**config.mk**
```make
export PLATFORM = sky130hd
export DESIGN_NAME = sum_latch_uart_tx
export DESIGN_NICKNAME = d
export VERILOG_FILES = /design/src/rtl/sum_latch_uart_tx.sv
export SDC_FILE = /design/constraint.sdc
export NUM_CORES = 1
export LEC_CHECK = 0
export BUFFER_PORTS_ARGS = -buffer_cell sky130_fd_sc_hd__buf_2
export CORE_ASPECT_RATIO = 0.9
export CORE_UTILIZATION = 55
export DETAILED_ROUTE_END_ITERATION = 6
export PLACE_DENSITY = 0.8
export SKIP_CTS_REPAIR_TIMING = 1
export SLEW_MARGIN = 25
export SYNTH_ARGS = -nofsm -noshare
export SYNTH_HDL_FRONTEND = slang
export SYNTH_SLANG_ARGS = --single-unit
export TNS_END_PERCENT = 30
```
**constraint.sdc**
```tcl
create_clock -name clk -period 2.7 [get_ports clk]
set_input_delay 0.54 -clock clk [delete_from_list [all_inputs] [get_ports clk]]
set_output_delay 0.54 -clock clk [all_outputs]
set_load 0.1 [all_outputs]
```
**src/rtl/sum_latch_uart_tx.sv**
```systemverilog
// Operand adder with a result latch. An accepted load latches a_i + b_i and then sends
// the sum over a UART line as SUM_W/8 frames, least-significant byte first.
module sum_latch_uart_tx #(
    parameter int OPERAND_W = 8,
    parameter int SUM_W     = 16,
    parameter int CLK_DIV   = 104,
    parameter int PARITY    = 0,
    parameter int STOP_BITS = 1
) (
    input  logic                 clk,
    input  logic                 rst_n,
    input  logic                 ena,
    input  logic                 load_i,
    input  logic [OPERAND_W-1:0] a_i,
    input  logic [OPERAND_W-1:0] b_i,
    output logic                 tx_o,
    output logic                 busy_o,
    output logic                 done_o,
    output logic [SUM_W-1:0]     sum_o
);

    localparam int NBYTES = SUM_W / 8;
    localparam int CNT_W  = $clog2(CLK_DIV);
    localparam int BYTE_W = (NBYTES > 1) ? $clog2(NBYTES) : 1;

    localparam logic [CNT_W-1:0]  BAUD_LAST = CNT_W'(CLK_DIV - 1);
    localparam logic [BYTE_W-1:0] BYTE_LAST = BYTE_W'(NBYTES - 1);
    localparam logic [2:0]        STOP_LAST = 3'(STOP_BITS - 1);

    typedef enum logic [2:0] {
        S_IDLE,
        S_START,
        S_DATA,
        S_PAR,
        S_STOP
    } state_t;

    state_t              r_state;
    logic [CNT_W-1:0]    r_baud;
    logic [2:0]          r_bit;
    logic [BYTE_W-1:0]   r_byte;
    logic [SUM_W-1:0]    r_sum;
    logic                r_tx;
    logic                r_busy;
    logic                r_done;

    logic [7:0]          w_byte;
    logic                w_bit_end;

    function automatic logic parity_bit(input logic [7:0] d);
        parity_bit = (PARITY == 2) ? ~(^d) : (^d);
    endfunction

    assign w_byte    = r_sum[{r_byte, 3'b000} +: 8];
    assign w_bit_end = (r_baud == BAUD_LAST);

    // r_bit counts data bits in DATA and stop bits in STOP.
    always_ff @(posedge clk or negedge rst_n) begin
        if (!rst_n) begin
            r_state <= S_IDLE;
            r_baud  <= '0;
            r_bit   <= '0;
            r_byte  <= '0;
            r_sum   <= '0;
            r_tx    <= 1'b1;
            r_busy  <= 1'b0;
            r_done  <= 1'b0;
        end else begin
            r_done <= 1'b0;
            case (r_state)
                S_IDLE: begin
                    if (load_i && ena) begin
                        r_sum   <= SUM_W'(a_i) + SUM_W'(b_i);
                        r_busy  <= 1'b1;
                        r_tx    <= 1'b0;
                        r_byte  <= '0;
                        r_bit   <= '0;
                        r_baud  <= '0;
                        r_state <= S_START;
                    end
                end
                S_START: begin
                    if (w_bit_end) begin
                        r_baud  <= '0;
                        r_bit   <= '0;
                        r_tx    <= w_byte[0];
                        r_state <= S_DATA;
                    end else begin
                        r_baud <= r_baud + CNT_W'(1);
                    end
                end
                S_DATA: begin
                    if (w_bit_end) begin
                        r_baud <= '0;
                        if (r_bit == 3'd7) begin
                            r_bit <= '0;
                            if (PARITY != 0) begin
                                r_tx    <= parity_bit(w_byte);
                                r_state <= S_PAR;
                            end else begin
                                r_tx    <= 1'b1;
                                r_state <= S_STOP;
                            end
                        end else begin
                            r_bit <= r_bit + 3'd1;
                            r_tx  <= w_byte[r_bit + 3'd1];
                        end
                    end else begin
                        r_baud <= r_baud + CNT_W'(1);
                    end
                end
                S_PAR: begin
                    if (w_bit_end) begin
                        r_baud  <= '0;
                        r_bit   <= '0;
                        r_tx    <= 1'b1;
                        r_state <= S_STOP;
                    end else begin
                        r_baud <= r_baud + CNT_W'(1);
                    end
                end
                S_STOP: begin
                    if (w_bit_end) begin
                        r_baud <= '0;
                        if (r_bit == STOP_LAST) begin
                            r_bit <= '0;
                            if (r_byte == BYTE_LAST) begin
                                r_state <= S_IDLE;
                                r_busy  <= 1'b0;
                                r_done  <= 1'b1;
                            end else begin
                                r_byte  <= r_byte + BYTE_W'(1);
                                r_tx    <= 1'b0;
                                r_state <= S_START;
                            end
                        end else begin
                            r_bit <= r_bit + 3'd1;
                        end
                    end else begin
                        r_baud <= r_baud + CNT_W'(1);
                    end
                end
                default: begin
                    r_state <= S_IDLE;
                    r_tx    <= 1'b1;
                    r_busy  <= 1'b0;
                end
            endcase
        end
    end

    assign tx_o   = r_tx;
    assign busy_o = r_busy;
    assign done_o = r_done;
    assign sum_o  = r_sum;

endmodule

```
* Yosys cells after proc, flatten, opt, wreduce, memory -nomap -nowiden
Index checks and enable logic that the tools add are counted.
** Word-level totals
- Output and inout bits :: 19
- Memories :: 0
- Bits in registers :: 33
- RAM bits :: 0
- ROM bits :: 0
- Bits in latches :: 0
** Operators by class
- Multiplexer cells :: 43
- Magnitude comparators :: 1
- Div/mod/pow operators :: 0
- $add $sub $neg :: 4
- Equality and inequality tests :: 16
- Shift operators :: 1
- Bitwise logic cells :: 1
- $mul :: 0
- Reductions and logical operators :: 16
** Operators by type and width (number)
- 3-bit 2-to-1 mux :: 13
- 1-bit 2-to-1 mux :: 21
- 2-bit inequality test, second input constant :: 9
- 16-bit by 5-bit indexed part select with 8-bit output :: 1
- 3-bit one-hot mux with 5 select lines :: 1
- 7-bit 2-to-1 mux :: 2
- 7-bit one-hot mux with 2 select lines :: 1
- 7-bit AND reduction :: 2
- 3-bit one-hot mux with 4 select lines :: 1
- 5-bit AND reduction :: 2
- 8-bit by 8-bit adder with 9-bit output :: 1
- 7-bit by 1-bit adder with 7-bit output, second input constant :: 1
- 7-bit == test, second input constant :: 1
- 3-bit by 2-bit == test with 1-bit output, second input constant :: 2
- 3-bit == test, second input constant :: 2
- 3-bit logical NOT :: 2
- 1-bit one-hot mux with 5 select lines :: 1
- 3-bit by 4-bit < comparator with 1-bit output, second input constant :: 1
- 2-bit AND reduction :: 2
- 4-bit AND reduction :: 1
- 2-bit nonzero test :: 2
- 4-bit nonzero test :: 1
- 4-bit OR reduction :: 1
- 3-bit by 1-bit adder with 3-bit output, second input constant :: 1
- other kinds (10) :: 10

* Longest topological paths before layout
Gate-level depths: netlist (run 1).
- Depth in word-level cells :: 6
- Gate-level depth with buffers :: 8

* Least setup slack after synthesis (run 1)
Ideal clock, no wire load.
- Path type :: input to register
- Start :: input port a_i[0]
- End :: register r_sum[6] (netlist: sum_o[6])
- Data required time :: 2.605 ns
- Buffers on the path :: 0
- Path slack :: 0.795 ns
- Library setup time :: 0.095 ns
- Arrival time :: 1.810 ns
- Stages on the path :: 8
- Path through :: ha_1 > inv_1 > fa_1 > nor2b_1 > o31a_1 > o21a_1 > o21a_1 > o31ai_1
** On the way
- Longest elaborated chain between the ends :: 1
** Ends and longest elaborated chain
- from (decl) :: RTL line 14 : input logic [OPERAND_W-1:0] a_i,
- 8-bit by 8-bit adder with 9-bit output :: RTL line 73 : r_sum <= SUM_W'(a_i) + SUM_W'(b_i);
- to (signal assigned) :: RTL line 73
- to (decl) :: RTL line 42 : logic [SUM_W-1:0] r_sum;
Every way passes these cells.
A chain may end at the register's enable or synchronous reset.

* Final worst setup path (run 1)
- Start :: register r_baud[0]
- End :: register r_state[2]
** On the way
- Longest elaborated chain between the ends :: 3
** Ends and longest elaborated chain
- from (decl) :: RTL line 39 : logic [CNT_W-1:0] r_baud;
- from (signal assigned) :: RTL line 89 : r_baud <= r_baud + CNT_W'(1);
- from (signal assigned) :: RTL line 109 : r_baud <= r_baud + CNT_W'(1);
- from (signal assigned) :: RTL line 119 : r_baud <= r_baud + CNT_W'(1);
- 7-bit == test * :: RTL line 55 : assign w_bit_end = (r_baud == BAUD_LAST);
- 2-bit inequality test (no line)
- 7-bit AND reduction (no line) *
- to (signal assigned) :: RTL line 60 : r_state <= S_IDLE;
- to (signal assigned) :: RTL line 79 : r_state <= S_START;
- to (signal assigned) :: RTL line 87 : r_state <= S_DATA;
- to (decl) :: RTL line 38 : state_t r_state;
Mark *: on every way between the ends. The rest lies on a longest branch, timed or not.

==> out/results.tsv, run 1 <==
metric	value	unit
Hold Fails Final Rpt	0	
worst-margin pin slew	0.568	ns
most common cell in the netlist	dfrtp_1	
share of cells above drive strength 1	0.217	
Die Span Y	57.4	um
# port buffers	31	
Synth Warn #	0	
layout filler cell count	264	
Layout Skew	0.0128	ns
vias per cell	5.66	
crit-path max FO	6	
core box area	0.00316	sq mm
clock sink count	26	
# rows	19	
Reg-to-Reg End	r_state[2]$_DFFE_PN0P_	
Post-synth ARST share	1.00	
top cell type's share of synthesized area	0.333	
Slew Limit Headroom	0.621	
Post-DRT Antenna Nets	0	
Worst Path Required	2.87	ns
fin crit share	0.759	
syn avg cell area	9.44	sq um
Pwr per Cell Area	1150	mW/mm^2
Seq/Total Area, Yosys	0.347	
H-Tree Depth	1	
Syn Inst Count	199	
outcome	finished, final reports clean	
initial DRC count	142	
leakage	0.000959	uW
fin crit period	2.05	ns
R2R Path Start	r_baud[0]$_DFFE_PN0P_	
largest net degree at the start of global routing	27	
die area	0.00365	sq mm
GRT Util Overall	0.218	
WS Path Type	reg2reg	
Fin Setup TNS	0	ns
Synth Cell Area	0.00188	sq mm
reg2reg path depth	6	
area leader, netlist	dfrtp_1	
Worst setup EP type	flip-flop	
CTS tree	built	
average wire per standard cell	13.8	um
Final Max Slew Viols	0	
EDFF count, synth	0	
initial antenna violation count	0	
Reg clk slew, reported paths	0.10	ns
first-pass GRT wire length	6130	um
vias in the first global route	1358	
DR vias	1516	
Area contributors post-synth	dfrtp_1 33%, ha_1 8.0%, buf_4 3.6%	
grt ovf	0	
Hold WC Path Type	in2async	
Clk Latency, worst-skew pair	0.27	ns
CP max stage delay	0.43	ns
die width	63.6	um
Max-cap violations	0	
Critical path buffers and inverters	0	
DRC	0	
area grow syn2layout	9.93	%
drt total wl	3690	um
post-DP HPWL	2840	um
root buffer cell	clkbuf_8	
worst-path cell chain	ha_1, and3_1, a311oi_4, a21oi_2, o21ai_2, mux2_1	
main flop type after synthesis	dfrtp_1	
gpl congestion	0.826	
Crit path max-delay family	compound AO/OA/AOI/OAI gates	
WP data arrival	2.21	ns
worst vdd ir	824	uV
top cells by count, synth	25 x dfrtp_1, 16 x nand2_1, 14 x nor2_1, 12 x ha_1	
TritonCTS Buffers	3	
first-pass iteration count of the detailed router	4	
Initial Util	0.594	
Layout Nets	260	
synthesized flop and latch total	26	
fmax	488	MHz
RSZ-0062 raised after global routing	no	
CP Launch Type	flip-flop	
Crit-path slowest cell	dfrtp_1	
dpl cells	264	
clock buffer depth	2	
non-filler instance count after layout	268	
num ports	39	
unique cell type count in the Yosys netlist	58	
flop-to-flop setup slack	0.65	ns
crit path from	r_baud[0]$_DFFE_PN0P_	
final setup fails	0	
ant diodes	0	
[per-stage QoR]
step	area (sq um)	utilization	power [uW]	hold WS [ns]	setup slack [ns]
final	2060	0.653	2380	0.245	0.651
after global routing	2060	0.653	2520	0.285	0.559
after CTS	2060	0.653	2380	0.263	0.663
after detailed placement	2010	0.636	2130	0.504	0.499
after global placement	2010	0.636	2100	0.495	0.611
after floorplan	1900	-	1910	0.244	0.795
[worst reg2reg max path, delay by kind of cell (launching register included)]
kind            cells  cell delay, ns
fa+ha+maj           1            0.29
mux                 1            0.34
compound gates      3            0.59
simple gates        1            0.30
flops               1            0.43
[logic make-up (layout without fill, tap and decap cells)]
family,Yosys count,after routing,share of synthesized area
compound gates,61,61,0.234
xor+xnor,6,6,0.0280
fa+ha+maj,13,13,0.0906
buf+inv,26,47,0.0806
flops,26,26,0.347
mux,7,7,0.0546
other cells,1,7,0.00200
simple gates,59,59,0.163
[final cells by class]
type	count	area (sq um)	share of cell area
inverter	10	37.5	0.0182
sequential	26	652	0.316
tap	42	52.6	0.0255
multi-input combinational	153	1100	0.532
timing repair buffer	33	170	0.0824
clock buffer	4	55.1	0.0267
[worst max-delay path by stage]
stage                                   to  slack, ns  cells after the start
floorplan             sum_o[6]$_DFFE_PN0P_       0.79                      8
global placement      sum_o[6]$_DFFE_PN0P_       0.61                      9
detailed placement    sum_o[6]$_DFFE_PN0P_       0.50                      9
CTS                 r_state[2]$_DFFE_PN0P_       0.66                      6
global route          r_bit[2]$_DFFE_PN0P_       0.56                      6
finish              r_state[2]$_DFFE_PN0P_       0.65                      6
[layer usage]
layer,wire [um],global-route usage,up-vias
met3,178,0.0560,2
met5,0,0,-
li1,-,-,766
met2,1640,0.343,39
met1,1860,0.309,709
met4,14,0.0292,0
[cells in the final DEF, fill, tap and decap left out, types with 2 or more instances in the layout]
master and count:
inv_1 9, o22ai_1 2, mux2i_1 2, nand2b_1 2, ha_1 12, a21o_1 4
or2_1 2, a21oi_1 9, o21ai_0 6, nand2_1 16, o21ai_1 6, mux4_2 2
nor2b_1 2, dfrtp_1 25, nor3_1 4, conb_1 7, o2111ai_1 2, o21a_1 6
nor2_1 14, clkbuf_8 4, xor2_1 5, a22oi_1 2, or3_1 4, a211oi_1 4
and3_1 3, buf_4 2, nand3_1 5, buf_2 31, a31oi_1 6, o31ai_1 2
[state kept, by name, indices dropped and copies added, names as in the netlist]
register,cells
tx_o,1
r_bit,3
r_baud,7
sum_o,9
busy_o,1
r_byte,1
r_state,3
done_o,1
[power breakdown]
part           internal, uW  switching, uW  total, uW
Clock                   130            121        251
Combinational           412            971       1380
Sequential              551            191        743
Total                  1090           1280       2380
No activity file was read; power rests on OpenSTA's default activity.
==> run 2, diff against run 1 <==
- clock period: 2.7 -> 2.05 ns (I/O delays scaled with it)
==> run 2 against run 1 <==
Net effect: fmax increased by 9.1%; hold slack got worse by 0.13 ns; sequential cell count unchanged; first-iteration DRC count decreased by 2.8%; clock power increased by 15%; critical path type unchanged; utilization increased by 2.3 points; cell area increased by 3.5%; clock skew decreased by 0.0028 ns; critical path depth increased by 1; setup slack got worse by 0.48 ns.
==> out/results.tsv, run 2 (synthesis results as in run 1) <==
metric	value	unit	change
gpl congestion	0.839		+1.6%
CTS tree	built		
# port buffers	31		unchanged
initial DRC count	138		-2.8%
clock sink count	26		unchanged
WS Path Type	reg2reg		
root buffer cell	clkbuf_8		
Post-DRT Antenna Nets	0		unchanged
worst vdd ir	888	uV	+7.9%
Layout Nets	271		+4.2%
num ports	39		unchanged
Pwr per Cell Area	1490	mW/mm^2	+30%
Reg clk slew, reported paths	0.09	ns	about the same
fin crit period	1.88	ns	-0.171 ns
H-Tree Depth	1		unchanged
GRT Util Overall	0.229		+0.0117
Crit path max-delay family	compound AO/OA/AOI/OAI gates		
ant diodes	0		unchanged
area grow syn2layout	13.8	%	
Worst setup EP type	flip-flop		
Max-cap violations	0		unchanged
Hold Fails Final Rpt	0		unchanged
most used cell, CP	buf_4		
vias in the first global route	1434		+5.6%
die width	63.6	um	unchanged
share of cells above drive strength 1	0.249		+0.0321
largest net degree at the start of global routing	27		unchanged
fin crit share	0.916		+0.157
reg2reg path depth	7		+1
grt ovf	0		unchanged
# rows	19		unchanged
Clk Latency, worst-skew pair	0.27	ns	about the same
DR vias	1590		+4.9%
most common cell after layout, fill and taps aside	buf_2		
WP data arrival	2.06	ns	-0.15 ns
fmax	532	MHz	+9.1%
die area	0.00365	sq mm	unchanged
CP Launch Type	flip-flop		
final setup fails	0		unchanged
core box area	0.00316	sq mm	unchanged
DP Worst Slack	-0.00575	ns	-0.505 ns
Final Max Slew Viols	0		unchanged
post-DP HPWL	3040	um	+7.0%
R2R Path Start	r_baud[0]$_DFFE_PN0P_		
Die Span Y	57.4	um	unchanged
non-filler instance count after layout	279		+4.1%
crit-path max FO	8		+2
leakage	0.00101	uW	+5.1%
most frequent cells in the layout	31 x buf_2, 25 x dfrtp_1, 16 x nand2_1		
TritonCTS Buffers	3		unchanged
placed cell area	0.00209	sq mm	+4.1%
Hold WC Path Type	in2async		
Initial Util	0.594		unchanged
flop-to-flop setup slack	0.17	ns	-0.48 ns
Worst Path Required	2.23	ns	-0.64 ns
drt total wl	3840	um	+4.0%
initial antenna violation count	0		unchanged
post-route cell area	0.00214	sq mm	+3.5%
CP max stage delay	0.43	ns	about the same
dpl cells	275		+4.2%
Layout Skew	0.0100	ns	-0.00279 ns
Crit-path slowest cell	dfrtp_1		
crit path from	r_baud[0]$_DFFE_PN0P_		
Slew Limit Headroom	0.631		+0.00958
first-pass iteration count of the detailed router	4		unchanged
worst-margin pin slew	0.554	ns	-0.0144 ns
Largest register FFs	9		unchanged
first-pass GRT wire length	6530	um	+6.4%
average wire per standard cell	13.8	um	-0.14%
final core utilization	0.676		+0.0230
clock buffer depth	2		unchanged
Worst Slack Setup Final	0.172	ns	-0.479 ns
Design Power	3190	uW	+34%
worst-path cell chain	ha_1, and3_1, a311oi_4, buf_4, a21oi_4, buf_4, a41oi_1		
outcome	finished, final reports clean		
vias per cell	5.70		+0.75%
RSZ-0062 raised after global routing	no		
Critical path buffers and inverters	2		+2
DRC	0		unchanged
Reg-to-Reg End	tx_o$_DFFE_PN1P_		
-- run 2: changes by cell type in the layout (fill, tap and decap cells not counted) --
cell / change
clkbuf_8: -1
buf_4: +11
clkbuf_1: +1
-- run 2: worst max-delay path by stage --
stage	cells after the start	endpoint	slack (ns)
after CTS	7	tx_o$_DFFE_PN1P_	0.16
final	7	tx_o$_DFFE_PN1P_	0.17
after floorplan	7	r_state[2]$_DFFE_PN0P_	0.15
after global routing	7	tx_o$_DFFE_PN1P_	0.06
after global placement	9	sum_o[6]$_DFFE_PN0P_	0.1
after detailed placement	9	sum_o[6]$_DFFE_PN0P_	-0.006
-- run 2: area by class of cell --
type / count / area (sq um)
inverters: 10 / 37.5
clock buffers: 4 / 45.0
multi-input cells: 153 / 1100
repair buffers: 44 / 253
well taps: 42 / 52.6
fillers: 263 / 1020
flip-flops and latches: 26 / 652
-- run 2: worst register-to-register path, delay by kind of cell (launching register included) --
family	cells	cell delay, ns
buffers and inverters	2	0.35
and+or+nand+nor	1	0.24
DFF	1	0.43
adders and majority gates	1	0.23
AOI/OAI and AO/OA	3	0.54
-- run 2: metal layers --
| metal | track usage | wire length, um | up-vias |
|---|---|---|---|
| li1 | - | - | 791 |
| met1 | 0.331 | 1860 | 759 |
| met2 | 0.366 | 1800 | 36 |
| met3 | 0.0420 | 149 | 4 |
| met4 | 0.0357 | 21 | 0 |
| met5 | 0 | 0 | - |
-- run 2: power breakdown --
group	internal (uW)	total [uW]	switching, uW	leakage [uW]
Sequential	727	932	204	0.000321
Clock	139	288	149	0.0000228
Combinational	619	1970	1350	0.000664
-- run 2: stage by stage --
step                      TNS [ns]  hold slack [ns]
after CTS                        0            0.129
after detailed placement  -0.00575            0.431
final                            0            0.113
after global routing             0            0.166
after floorplan                  0            0.114
after global placement           0            0.436
